`config.mk`:
```
export PLATFORM = sky130hd
export DESIGN_NAME = alu_issue_ctrl
export DESIGN_NICKNAME = d
export VERILOG_FILES = /design/src/rtl/alu_pkg.sv /design/src/rtl/alu_regfile.sv /design/src/rtl/alu_issue_ctrl.sv
export SDC_FILE = /design/constraint.sdc
export NUM_CORES = 1
export LEC_CHECK = 0
export ABC_CLOCK_PERIOD_IN_PS = 3100
export CAP_MARGIN = 20
export CORE_MARGIN = 5
export CORE_UTILIZATION = 38
export CTS_BUF_LIST = sky130_fd_sc_hd__clkbuf_4
export DETAILED_ROUTE_END_ITERATION = 10
export PLACE_DENSITY = 0.59
export SYNTH_ARGS = -nofsm -noshare
export SYNTH_HDL_FRONTEND = slang
export SYNTH_HIERARCHICAL = 1
export SYNTH_SLANG_ARGS = --single-unit
```
`constraint.sdc`:
```
create_clock -name clk -period 3.1 [get_ports clk]
set_input_delay 0.62 -clock clk [delete_from_list [all_inputs] [get_ports clk]]
set_output_delay 0.62 -clock clk [all_outputs]
set_load 0.01 [all_outputs]
```
`src/rtl/alu_pkg.sv`:
```
`default_nettype none
// ============================================================================
// Module      : alu_pkg
// Description : Shared opcodes, instruction field offsets and issue FSM states
// Revision    : 1.0 - initial release
// ============================================================================
package alu_pkg;

  localparam int INSTR_W = 12;
  localparam int LDI_BIT = 11;
  localparam int OP_LSB  = 8;
  localparam int RD_LSB  = 6;
  localparam int RS1_LSB = 4;
  localparam int RS2_LSB = 2;
  localparam int IMM_LSB = 0;

  localparam logic [2:0] OP_CLR  = 3'b000;
  localparam logic [2:0] OP_ADD  = 3'b001;
  localparam logic [2:0] OP_SUB  = 3'b010;
  localparam logic [2:0] OP_AND  = 3'b011;
  localparam logic [2:0] OP_OR   = 3'b100;
  localparam logic [2:0] OP_NOTA = 3'b101;
  localparam logic [2:0] OP_NOTB = 3'b110;
  localparam logic [2:0] OP_ILL  = 3'b111;

  typedef enum logic [1:0] {
    ST_IDLE = 2'd0,
    ST_EXEC = 2'd1,
    ST_RESP = 2'd2
  } state_e;

endpackage
`default_nettype wire

```
`src/rtl/alu_regfile.sv`:
```
`default_nettype none
// ============================================================================
// Module      : alu_regfile
// Description : Register file, two async read ports, one sync write port
// Revision    : 1.0 - initial release
// ============================================================================
module alu_regfile #(
  parameter int DATA_W = 4,
  parameter int REG_AW = 2
) (
  input  logic              clk,
  input  logic              rst_n,
  input  logic [REG_AW-1:0] ra_addr,
  output logic [DATA_W-1:0] ra_data,
  input  logic [REG_AW-1:0] rb_addr,
  output logic [DATA_W-1:0] rb_data,
  input  logic              we,
  input  logic [REG_AW-1:0] waddr,
  input  logic [DATA_W-1:0] wdata
);

  localparam int NREG = 1 << REG_AW;

  logic [DATA_W-1:0] mem_q [NREG];
  logic [DATA_W-1:0] mem_d [NREG];

  always_comb begin
    mem_d = mem_q;
    if (we) begin
      mem_d[waddr] = wdata;
    end
  end

  always_ff @(posedge clk) begin
    if (!rst_n) begin
      for (int i = 0; i < NREG; i++) begin
        mem_q[i] <= '0;
      end
    end else begin
      mem_q <= mem_d;
    end
  end

  assign ra_data = mem_q[ra_addr];
  assign rb_data = mem_q[rb_addr];

endmodule
`default_nettype wire

```
`src/rtl/alu_issue_ctrl.sv`:
```
`default_nettype none
// ============================================================================
// Module      : alu_issue_ctrl
// Description : Issues instructions to an external ALU, writes back and reports
// Revision    : 1.0 - initial release
// ============================================================================
module alu_issue_ctrl
  import alu_pkg::*;
#(
  parameter int DATA_W = 4,
  parameter int REG_AW = 2,
  parameter int OP_W   = 3
) (
  input  logic                 clk,
  input  logic                 rst_n,
  input  logic                 instr_valid,
  output logic                 instr_ready,
  input  logic [INSTR_W-1:0]   instr,
  output logic [DATA_W-1:0]    alu_a,
  output logic [DATA_W-1:0]    alu_b,
  output logic [OP_W-1:0]      alu_op,
  input  logic [DATA_W-1:0]    alu_result,
  output logic                 res_valid,
  input  logic                 res_ready,
  output logic [DATA_W-1:0]    res_data,
  output logic [REG_AW-1:0]    res_rd,
  output logic                 res_zero,
  output logic                 res_illegal
);

  state_e              state_q, state_d;
  logic [OP_W-1:0]     op_q, op_d;
  logic [REG_AW-1:0]   rd_q, rd_d;
  logic [REG_AW-1:0]   rs1_q, rs1_d;
  logic [REG_AW-1:0]   rs2_q, rs2_d;
  logic [DATA_W-1:0]   res_data_q, res_data_d;
  logic [REG_AW-1:0]   res_rd_q, res_rd_d;
  logic                res_zero_q, res_zero_d;
  logic                res_illegal_q, res_illegal_d;

  logic                rf_we;
  logic [REG_AW-1:0]   rf_waddr;
  logic [DATA_W-1:0]   rf_wdata;
  logic [DATA_W-1:0]   rf_a, rf_b;
  logic [DATA_W-1:0]   imm;

  assign imm = instr[IMM_LSB +: DATA_W];

  alu_regfile #(
    .DATA_W (DATA_W),
    .REG_AW (REG_AW)
  ) u_regfile (
    .clk     (clk),
    .rst_n   (rst_n),
    .ra_addr (rs1_q),
    .ra_data (rf_a),
    .rb_addr (rs2_q),
    .rb_data (rf_b),
    .we      (rf_we),
    .waddr   (rf_waddr),
    .wdata   (rf_wdata)
  );

  always_comb begin
    state_d       = state_q;
    op_d          = op_q;
    rd_d          = rd_q;
    rs1_d         = rs1_q;
    rs2_d         = rs2_q;
    res_data_d    = res_data_q;
    res_rd_d      = res_rd_q;
    res_zero_d    = res_zero_q;
    res_illegal_d = res_illegal_q;
    rf_we         = 1'b0;
    rf_waddr      = rd_q;
    rf_wdata      = alu_result;
    unique case (state_q)
      ST_IDLE: begin
        if (instr_valid) begin
          op_d  = instr[OP_LSB +: OP_W];
          rd_d  = instr[RD_LSB +: REG_AW];
          rs1_d = instr[RS1_LSB +: REG_AW];
          rs2_d = instr[RS2_LSB +: REG_AW];
          if (instr[LDI_BIT]) begin
            // Immediate load bypasses the ALU and retires at the accept edge
            rf_we         = 1'b1;
            rf_waddr      = instr[RD_LSB +: REG_AW];
            rf_wdata      = imm;
            res_data_d    = imm;
            res_rd_d      = instr[RD_LSB +: REG_AW];
            res_zero_d    = (imm == '0);
            res_illegal_d = 1'b0;
            state_d       = ST_RESP;
          end else begin
            state_d = ST_EXEC;
          end
        end
      end
      ST_EXEC: begin
        rf_we         = 1'b1;
        res_data_d    = alu_result;
        res_rd_d      = rd_q;
        res_zero_d    = (alu_result == '0);
        res_illegal_d = (op_q == OP_ILL);
        state_d       = ST_RESP;
      end
      ST_RESP: begin
        if (res_ready) begin
          state_d = ST_IDLE;
        end
      end
      default: state_d = ST_IDLE;
    endcase
  end

  always_ff @(posedge clk) begin
    if (!rst_n) begin
      state_q       <= ST_IDLE;
      op_q          <= '0;
      rd_q          <= '0;
      rs1_q         <= '0;
      rs2_q         <= '0;
      res_data_q    <= '0;
      res_rd_q      <= '0;
      res_zero_q    <= 1'b0;
      res_illegal_q <= 1'b0;
    end else begin
      state_q       <= state_d;
      op_q          <= op_d;
      rd_q          <= rd_d;
      rs1_q         <= rs1_d;
      rs2_q         <= rs2_d;
      res_data_q    <= res_data_d;
      res_rd_q      <= res_rd_d;
      res_zero_q    <= res_zero_d;
      res_illegal_q <= res_illegal_d;
    end
  end

  assign instr_ready = (state_q == ST_IDLE);
  assign res_valid   = (state_q == ST_RESP);
  assign alu_a       = (state_q == ST_EXEC) ? rf_a : '0;
  assign alu_b       = (state_q == ST_EXEC) ? rf_b : '0;
  assign alu_op      = (state_q == ST_EXEC) ? op_q : '0;
  assign res_data    = res_data_q;
  assign res_rd      = res_rd_q;
  assign res_zero    = res_zero_q;
  assign res_illegal = res_illegal_q;

endmodule
`default_nettype wire

```
## Word-level counts from Yosys, hierarchy flattened

Index checks and enable logic that the tools add are counted.

| word-level totals | value |
|---|---|
| register bits | 35 |
| logic and storage cells | 71 |

| cells by class | value |
|---|---|
| magnitude comparators | 4 |
| eq/ne operators | 6 |
| multiplexer cells | 37 |
| bitwise logic cells | 3 |
| reduce and logical (&&, ||, !) cells | 8 |

Operator list:

| operator | number |
|---|---|
| $mux 4 | 12 |
| $bmux 4 s2 | 2 |
| $bwmux 16 | 1 |
| $mux 2 | 8 |
| $ge 3x3->1 const B | 3 |
| $not 2->3 | 3 |
| $demux 4 s2 | 1 |
| $logic_not 4->1 | 2 |
| $pmux 4 s2 | 1 |
| $mux 1 | 6 |
| $pmux 1 s2 | 3 |
| $pmux 2 s3 | 1 |
| $ne 2x1->1 const B | 2 |
| $pmux 2 s2 | 1 |
| $reduce_and 2->1 | 2 |
| $eq 3x3->1 const B | 1 |
| $lt 3x1->1 const B | 1 |
| $mux 3 | 1 |
| $reduce_and 3->1 | 1 |
| $eq 2x1->1 const B | 1 |
| $eq 2x2->1 const B | 1 |
| $logic_not 2->1 | 1 |
| $ne 2x2->1 const B | 1 |
| $reduce_bool 2->1 | 1 |
| $logic_and 1x1->1 | 1 |

## Logic depth before layout (Yosys ltp)

Gate-level depths: netlist (run 1).

| logic depth | value |
|---|---|
| depth in word-level cells | 9 |
| mapped depth | 6 |

## Hierarchy

The synthesis (run 1) kept the hierarchy.

By module, submodules not included:

| module | times used | cells each | area an instance (um2) | seq. area each (um2) |
|---|---|---|---|---|
| alu_issue_ctrl | 1 | 99 | 1041.0 | 380.4 |
| alu_regfile | 1 | 66 | 820.8 | 320.3 |

## Least setup slack after synthesis (run 1)

OpenSTA, ideal clock, no wires.

| timing | value |
|---|---|
| kind | input to register |
| from | input instr_valid |
| to | register u_regfile/mem_q[12] in the netlist's numbering |
| arrival | 1965 ps |
| setup slack | 1063 ps |
| stages on the path | 6 |
| path buffers | 1 |
| cell sequence | nor3b_1 and2_1 buf_2 mux2_2 nor3b_4 mux2i_1 |

| on the way | value |
|---|---|
| cells in the longest elaborated chain, start to end | 8 |
| elaborated cells on any way between the ends | 13 |
| those cells by class | order compare: 2; mux: 9; bitwise: 1; reduce/logical: 1 |

Ends and longest elaborated chain:

| item | RTL line | text |
|---|---|---|
| start: declaration | alu_issue_ctrl.sv:16 | `input logic instr_valid,` |
| $mux 2 * | alu_issue_ctrl.sv:79 | `if (instr_valid) begin` |
| $mux 2 * | alu_issue_ctrl.sv:77 | `unique case (state_q)` |
| via rf_waddr[1] | alu_issue_ctrl.sv:42 | `logic [REG_AW-1:0] rf_waddr;` |
| $not 2->3 (implied by the code) * | alu_regfile.sv:30 | `mem_d[waddr] = wdata;` |
| $ge 3x3->1 (implied by the code) or $lt 3x1->1 (tied branches) | alu_regfile.sv:30 |  |
| $logic_and 1x1->1 (implied by the code) | alu_regfile.sv:30 |  |
| $mux 4 (implied by the code) | alu_regfile.sv:30 |  |
| $demux 4 s2 * | alu_regfile.sv:30 |  |
| $bwmux 16 * | alu_regfile.sv:30 |  |
| end signal: assignment | alu_regfile.sv:40 | `mem_q <= mem_d;` |
| end: declaration | alu_regfile.sv:24 | `logic [DATA_W-1:0] mem_q [NREG];` |

The timed path passes the listed nets; every way through them passes the cells marked *.
A chain may end at the register's enable or synchronous reset.

## Worst setup path in the final report (run 1)

| timing | value |
|---|---|
| from | register rs2_q[0] |
| to | output alu_b[1] |

| on the way | value |
|---|---|
| cells in the longest elaborated chain, start to end | 5 |

Ends and longest elaborated chain:

| item | RTL line | text |
|---|---|---|
| start: declaration | alu_issue_ctrl.sv:35 | `logic [REG_AW-1:0] rs2_q, rs2_d;` |
| start signal: assignment | alu_issue_ctrl.sv:132 | `rs2_q <= rs2_d;` |
| $not 2->3 (implied by the code) | alu_regfile.sv:45 | `assign rb_data = mem_q[rb_addr];` |
| $bmux 4 s2 | alu_regfile.sv:45 |  |
| $mux 4 (implied by the code) (2 in a row) | alu_regfile.sv:45 |  |
| via rf_b[1] | alu_issue_ctrl.sv:44 | `logic [DATA_W-1:0] rf_a, rf_b;` |
| $mux 4 | alu_issue_ctrl.sv:143 | `assign alu_b = (state_q == ST_EXEC) ? rf_b : '0;` |
| end: declaration | alu_issue_ctrl.sv:20 | `output logic [DATA_W-1:0] alu_b,` |

The timed path passes the listed nets, and every way through them passes these cells. The select of a mux whose other input is x is not followed.

==> results of run 1 <==
[Yosys cell counts, drive strengths merged, types with 4 or more instances]
master,count
and2,12
dfxtp,35
nor2b,12
o311a,7
mux2i,25
o21bai,7
nand2,20
mux2,13
mux4,8
clkbuf,4
buf,7
[worst max-delay path, cell delays in order (launching register included)]
cell	delay [ps]
dfxtp_1	500
mux4_1	600
and2_1	150
clkdlybuf4s50_1	480
[registers in the layout (all words and copies together), names as in the netlist]
| register | count |
|---|---|
| res_rd | 2 |
| res_data | 4 |
| rs1_q | 2 |
| res_zero | 1 |
| u_regfile/mem_q | 16 |
| state_q | 2 |
| op_q | 3 |
| res_illegal | 1 |
| rs2_q | 2 |
| rd_q | 2 |
[metrics by stage]
step / total power [mW] / std cells
after floorplan: 0.623 / 165
after global placement: 0.697 / 268
after detailed placement: 0.704 / 268
after CTS: 0.938 / 274
after global routing: 0.973 / 274
final: 0.923 / 274
[worst min path at each step]
stage	from	endpoint	slack, ps	cells past startpoint
floorplan	u_regfile/mem_q[12]$_SDFFE_PN0P_	u_regfile/mem_q[12]$_SDFFE_PN0P_	440	2
global placement	u_regfile/mem_q[7]$_SDFFE_PN0P_	u_regfile/mem_q[7]$_SDFFE_PN0P_	460	2
finish	res_illegal$_SDFFE_PN0P_	res_illegal$_SDFFE_PN0P_	480	2
detailed placement	u_regfile/mem_q[15]$_SDFFE_PN0P_	u_regfile/mem_q[15]$_SDFFE_PN0P_	470	2
CTS	u_regfile/mem_q[12]$_SDFFE_PN0P_	u_regfile/mem_q[12]$_SDFFE_PN0P_	490	2
global route	res_illegal$_SDFFE_PN0P_	res_illegal$_SDFFE_PN0P_	500	2
[power by group]
part | total, mW | switching, mW | internal [mW] | leakage, nW
clock network | 0.231 | 0.142 | 0.0894 | 0.0276
logic | 0.196 | 0.0812 | 0.115 | 0.685
registers | 0.496 | 0.0212 | 0.475 | 0.286
[cells by family after synthesis]
| kind of cell | Yosys count | synth area share (%) |
|---|---|---|
| AND/OR/NAND/NOR | 55 | 17.0 |
| multiplexers | 46 | 34.0 |
| flip-flops | 35 | 37.6 |
| AO/OA/AOI/OAI | 18 | 7.93 |
| buffers and inverters | 11 | 3.43 |
[final cells by class]
| class | instances | share of cell area, % |
|---|---|---|
| Multi-Input combinational cell | 119 | 46.2 |
| Clock buffer | 6 | 1.89 |
| Sequential cell | 35 | 29.4 |
| Tap cell | 67 | 3.52 |
| Timing Repair Buffer | 47 | 19.0 |
[routing by layer]
| layer | vias to the layer above | routed length, um |
|---|---|---|
| li1 | 687 | - |
| met1 | 705 | 1890 |
| met2 | 27 | 2170 |
| met3 | 8 | 205 |
| met4 | 0 | 72 |
| met5 | - | 0 |
==> results.md, run 1 <==
- Status: finished clean
- Worst vdd ir: 0.176 mV
- Leakage power: 0.999 nW
- Final setup viols: 0
- Most frequent cells in the layout: clkdlybuf4s50_1, dfxtp_1, mux2i_1, nand2_1, and2_1
- Cell Rows: 25
- Fmax: 373 MHz
- Distinct cell type count after synthesis: 28
- Number of synthesized register bits: 35
- Core Region: 4750 um2
- Clock period minus worst slack: 2680 ps
- Initial antenna violation count: 0
- Global Route met3 Usage: 3.39%
- Pwr Density: 387 nW/um2
- Diodes inserted: 0
- First-pass GRT wire length: 7.04 mm
- Reg clk slew, reported paths: 100 ps
- Sink Count: 35
- Synth area leader: dfxtp_1
- Data arrival time of the critical path: 2060 ps
- Met1 usage: 17.4%
- Initial DRC Count: 45
- Gr usage total: 14.3%
- Chip height: 80.0 um
- R2R Path End: u_regfile/mem_q[6]$_SDFFE_PN0P_
- Routing usage on met2: 24.1%
- Hold Crit Class: reg -> reg
- Worst hold slack: 484 ps
- Die width: 80.0 um
- Wirelength per Cell: 15.8 um
- Number of fill cells: 453
- Worst r2r src: state_q[1]$_SDFFE_PN0P_
- Cts hold-fix bufs: 0
- Synth Net Count: 185
- Worst EP required: 2480 ps
- Number of H-tree levels: 2
- Via density: 5.21
- Register-to-register setup slack: 1020 ps
- Vias in the first global route: 1,456
- I/O pin count: 41
- CTS Buf Count: 5
- Final worst path period share: 86.5%
- Worst Setup EP: alu_b[1]
- R2R cell count: 6
- Final ANT Viol Nets: 0
- IO Port Bufs: 40
- Final Max Tran Viols: 0
- CTS tree: built
- Placed inst area: 2340 um2
- Unrepaired setup endpoints after global routing: no
- Post-DP HPWL: 3.36 mm
- Place WS: 447 ps
- Ys async rst share: 0%
- Most Crowded Layer GR: met2
- Mean Syn Cell Area: 11.3 um2
- Initial core utilization: 39.2%
- Setup crit start: rs2_q[0]$_SDFFE_PN0P_
- Seq/Total Area, Yosys: 37.6%
- Final core occ: 50.2%
- Footprint of the multi-input gates: 1100 um2
- Setup Crit Path Kind: reg -> out
- Post-synth EDFFs: 0
- Hold Vio Cnt, Final: 0
- Initial DRT Pass Iterations: 4
- Worst-case clock buffer depth: 2
- Area fraction of the dominant cell type after synthesis: 37.6%
- Final #Nets: 228
- DRC viols: 0
- Largest net degree at the start of global routing: 20
- CTS resizes: 0
- Register area: 701 um2
- Syn Inst Count: 165
- Ys Warns: 6
- Final worst slack: 418 ps
- Max cap viols: 0
- Slew of the pin with the lowest slew margin: 542 ps
- CP max FO: 5
- DIE AREA: 6400 um2
- Root Driver: clkbuf_4
- Most common cell after layout, fill and taps aside: clkdlybuf4s50_1
- Drt total wl: 4.34 mm
- Fin Clk Skew: 3.97 ps
- GRT Residual Overflow: 0
- CP Launch Type: flop
- Layout area overhead: 28.1%
- Via count: 1,427
- Slew HR: 63.8%
- Worst-Skew Late Latency: 330 ps
- Dominant synthesized flop cell: dfxtp_1
- CP Capture Type: output port
- Setup TNS: 0 ps
- Mapped cell area: 1860 um2
- GP Congestion: 0.812
- Final non-filler cell area: 2380 um2
- Share of cells above drive strength 1: 15.0%
- Most area-consuming cells after synthesis: dfxtp_1, mux2i_1, mux4_1
- Postcts setup bufs: 0
Power figures use the tool's default switching activity.
==> run 2: changes to the inputs <==
RECOVER_POWER = 100   (was default)
==> run 2 against run 1 <==
- critical path depth stayed put
- combinational power is 6% lower
- worst hold slack hardly changed
- total power is 0.79% lower
- via count is 0.70% higher
- maximum frequency is 4.4% lower
- clock power is 2% higher
- setup slack worse by 120 ps
- critical endpoint unchanged
- largest cell class unchanged
==> results.md, run 2 (synthesis results as in run 1) <==
- Worst EP required: 2480 ps
- Wirelength per Cell: 15.9 um
- Pwr Density: 390 nW/um2
- Final core occ: 49.4%
- Status: finished clean
- DRC viols: 0
- Worst Hold End: res_illegal$_SDFFE_PN0P_
- Post-DP HPWL: 3.36 mm
- Worst-case clock buffer depth: 2
- Leakage power: 1.03 nW
- Worst path max stage delay: 600 ps
- Initial DRC Count: 54
- Crit-path cells: mux4_1 -> and2_1 -> dlygate4sd3_1
- Slew HR: 51.3%
- Gr usage total: 14.3%
- Fin Clk Skew: 7.41 ps
- Via density: 5.24
- Unrepaired setup endpoints after global routing: no
- Most frequent cells in the layout: dfxtp_1, mux2i_1, dlygate4sd3_1, nand2_1, clkdlybuf4s50_1
- Hold Crit Class: reg -> reg
- Pwr Total: 0.916 mW
- Final setup viols: 0
- Placed inst area: 2340 um2
- Diodes inserted: 0
- WP depth: 3
- Clock period minus worst slack: 2810 ps
- Register-to-register setup slack: 570 ps
- Initial antenna violation count: 0
- Setup TNS: 0 ps
- Via count: 1,437
- R2R Path End: u_regfile/mem_q[6]$_SDFFE_PN0P_
- First-pass GRT wire length: 7.04 mm
- Largest net degree at the start of global routing: 20
- CP Capture Type: output port
- Cts hold-fix bufs: 0
- Vias in the first global route: 1,456
- Setup Crit Path Kind: reg -> out
- Reg clk slew, reported paths: 100 ps
- Final non-filler cell area: 2350 um2
- Top reg by flops: u_regfile/mem_q
- Slowest CP cell: mux4_1
- Number of H-tree levels: 2
- Worst r2r src: state_q[1]$_SDFFE_PN0P_
- Worst-Skew Late Latency: 340 ps
- Hold Vio Cnt, Final: 0
- Cell Rows: 25
- Core Region: 4750 um2
- CTS Buf Count: 5
- GRT Residual Overflow: 0
- CP Launch Type: flop
- Final worst path period share: 90.5%
- Final worst slack: 294 ps
- DIE AREA: 6400 um2
- CP max FO: 5
- Final Max Tran Viols: 0
- Die width: 80.0 um
- Post-Layout Cell Count: 274
- Final ANT Viol Nets: 0
- Root Driver: clkbuf_4
- R2R cell count: 6
- Hold_sp: res_illegal$_SDFFE_PN0P_
- Number of fill cells: 462
- Max FFs per register: 16
- Worst hold path stage count: 2
- Worst vdd ir: 0.176 mV
- Sink Count: 35
- Slew of the pin with the lowest slew margin: 730 ps
- Initial core utilization: 39.2%
- I/O pin count: 41
- Share of cells above drive strength 1: 9.18%
- Max cap viols: 0
- Inst Count DP: 268
- Postcts setup bufs: 0
- Drt total wl: 4.35 mm
- CTS resizes: 0
- GP Congestion: 0.812
- Most common cell after layout, fill and taps aside: dfxtp_1
- Final #Nets: 228
- Fmax: 356 MHz
- Initial DRT Pass Iterations: 6
- Layout area overhead: 26.1%
- CP delay by family, top: multiplexers
- Worst hold slack: 484 ps
- Data arrival time of the critical path: 2190 ps
- CTS tree: built
- Place WS: 447 ps
- Chip height: 80.0 um
- IO Port Bufs: 40
- Worst path buffer plus inverter count: 1
## run 2: changes by cell type in the layout (fill, tap and decap cells not counted), sizes merged
cell / before / now
clkdlybuf4s50: 40 / 19
clkbuf: 6 / 10
buf: 7 / 3
dlygate4sd3: 0 / 21
## run 2: worst reg2reg max path, delay by kind of cell (launching register included)
kind                   cells  cell delay [ps]
buffers and inverters      1              320
muxes                      2              710
and+or+nand+nor            3             1110
DFF                        1              320
## run 2: worst max path at each step
stage	startpoint	endpoint	slack (ps)
floorplan	instr_valid	u_regfile/mem_q[12]$_SDFFE_PN0P_	1060
global placement	instr_valid	u_regfile/mem_q[14]$_SDFFE_PN0P_	500
detailed placement	instr_valid	u_regfile/mem_q[5]$_SDFFE_PN0P_	450
CTS	rs2_q[0]$_SDFFE_PN0P_	alu_b[1]	380
global route	rs2_q[0]$_SDFFE_PN0P_	alu_b[0]	200
finish	rs2_q[0]$_SDFFE_PN0P_	alu_b[1]	290
## run 2: power breakdown
part | switching [mW] | total [mW] | internal (mW)
logic | 0.0800 | 0.184 | 0.104
clock network | 0.147 | 0.236 | 0.0895
registers | 0.0207 | 0.495 | 0.475
## run 2: layout make-up
| type | count | area [um2] | share of cell area, % |
|---|---|---|---|
| Sequential cell | 35 | 701 | 29.9 |
| Clock buffer | 6 | 45.0 | 1.92 |
| Tap cell | 67 | 83.8 | 3.57 |
| Multi-Input combinational cell | 119 | 1080 | 46.0 |
| Timing Repair Buffer | 47 | 438 | 18.7 |
## run 2: layer usage
layer  up-vias  wire (um)  GRT usage (%)
met3         8        191           3.39
met4         0         72           5.57
met1       711       1920           17.4
met2        30       2170           24.1
met5         -          0              0
li1        688          -              -
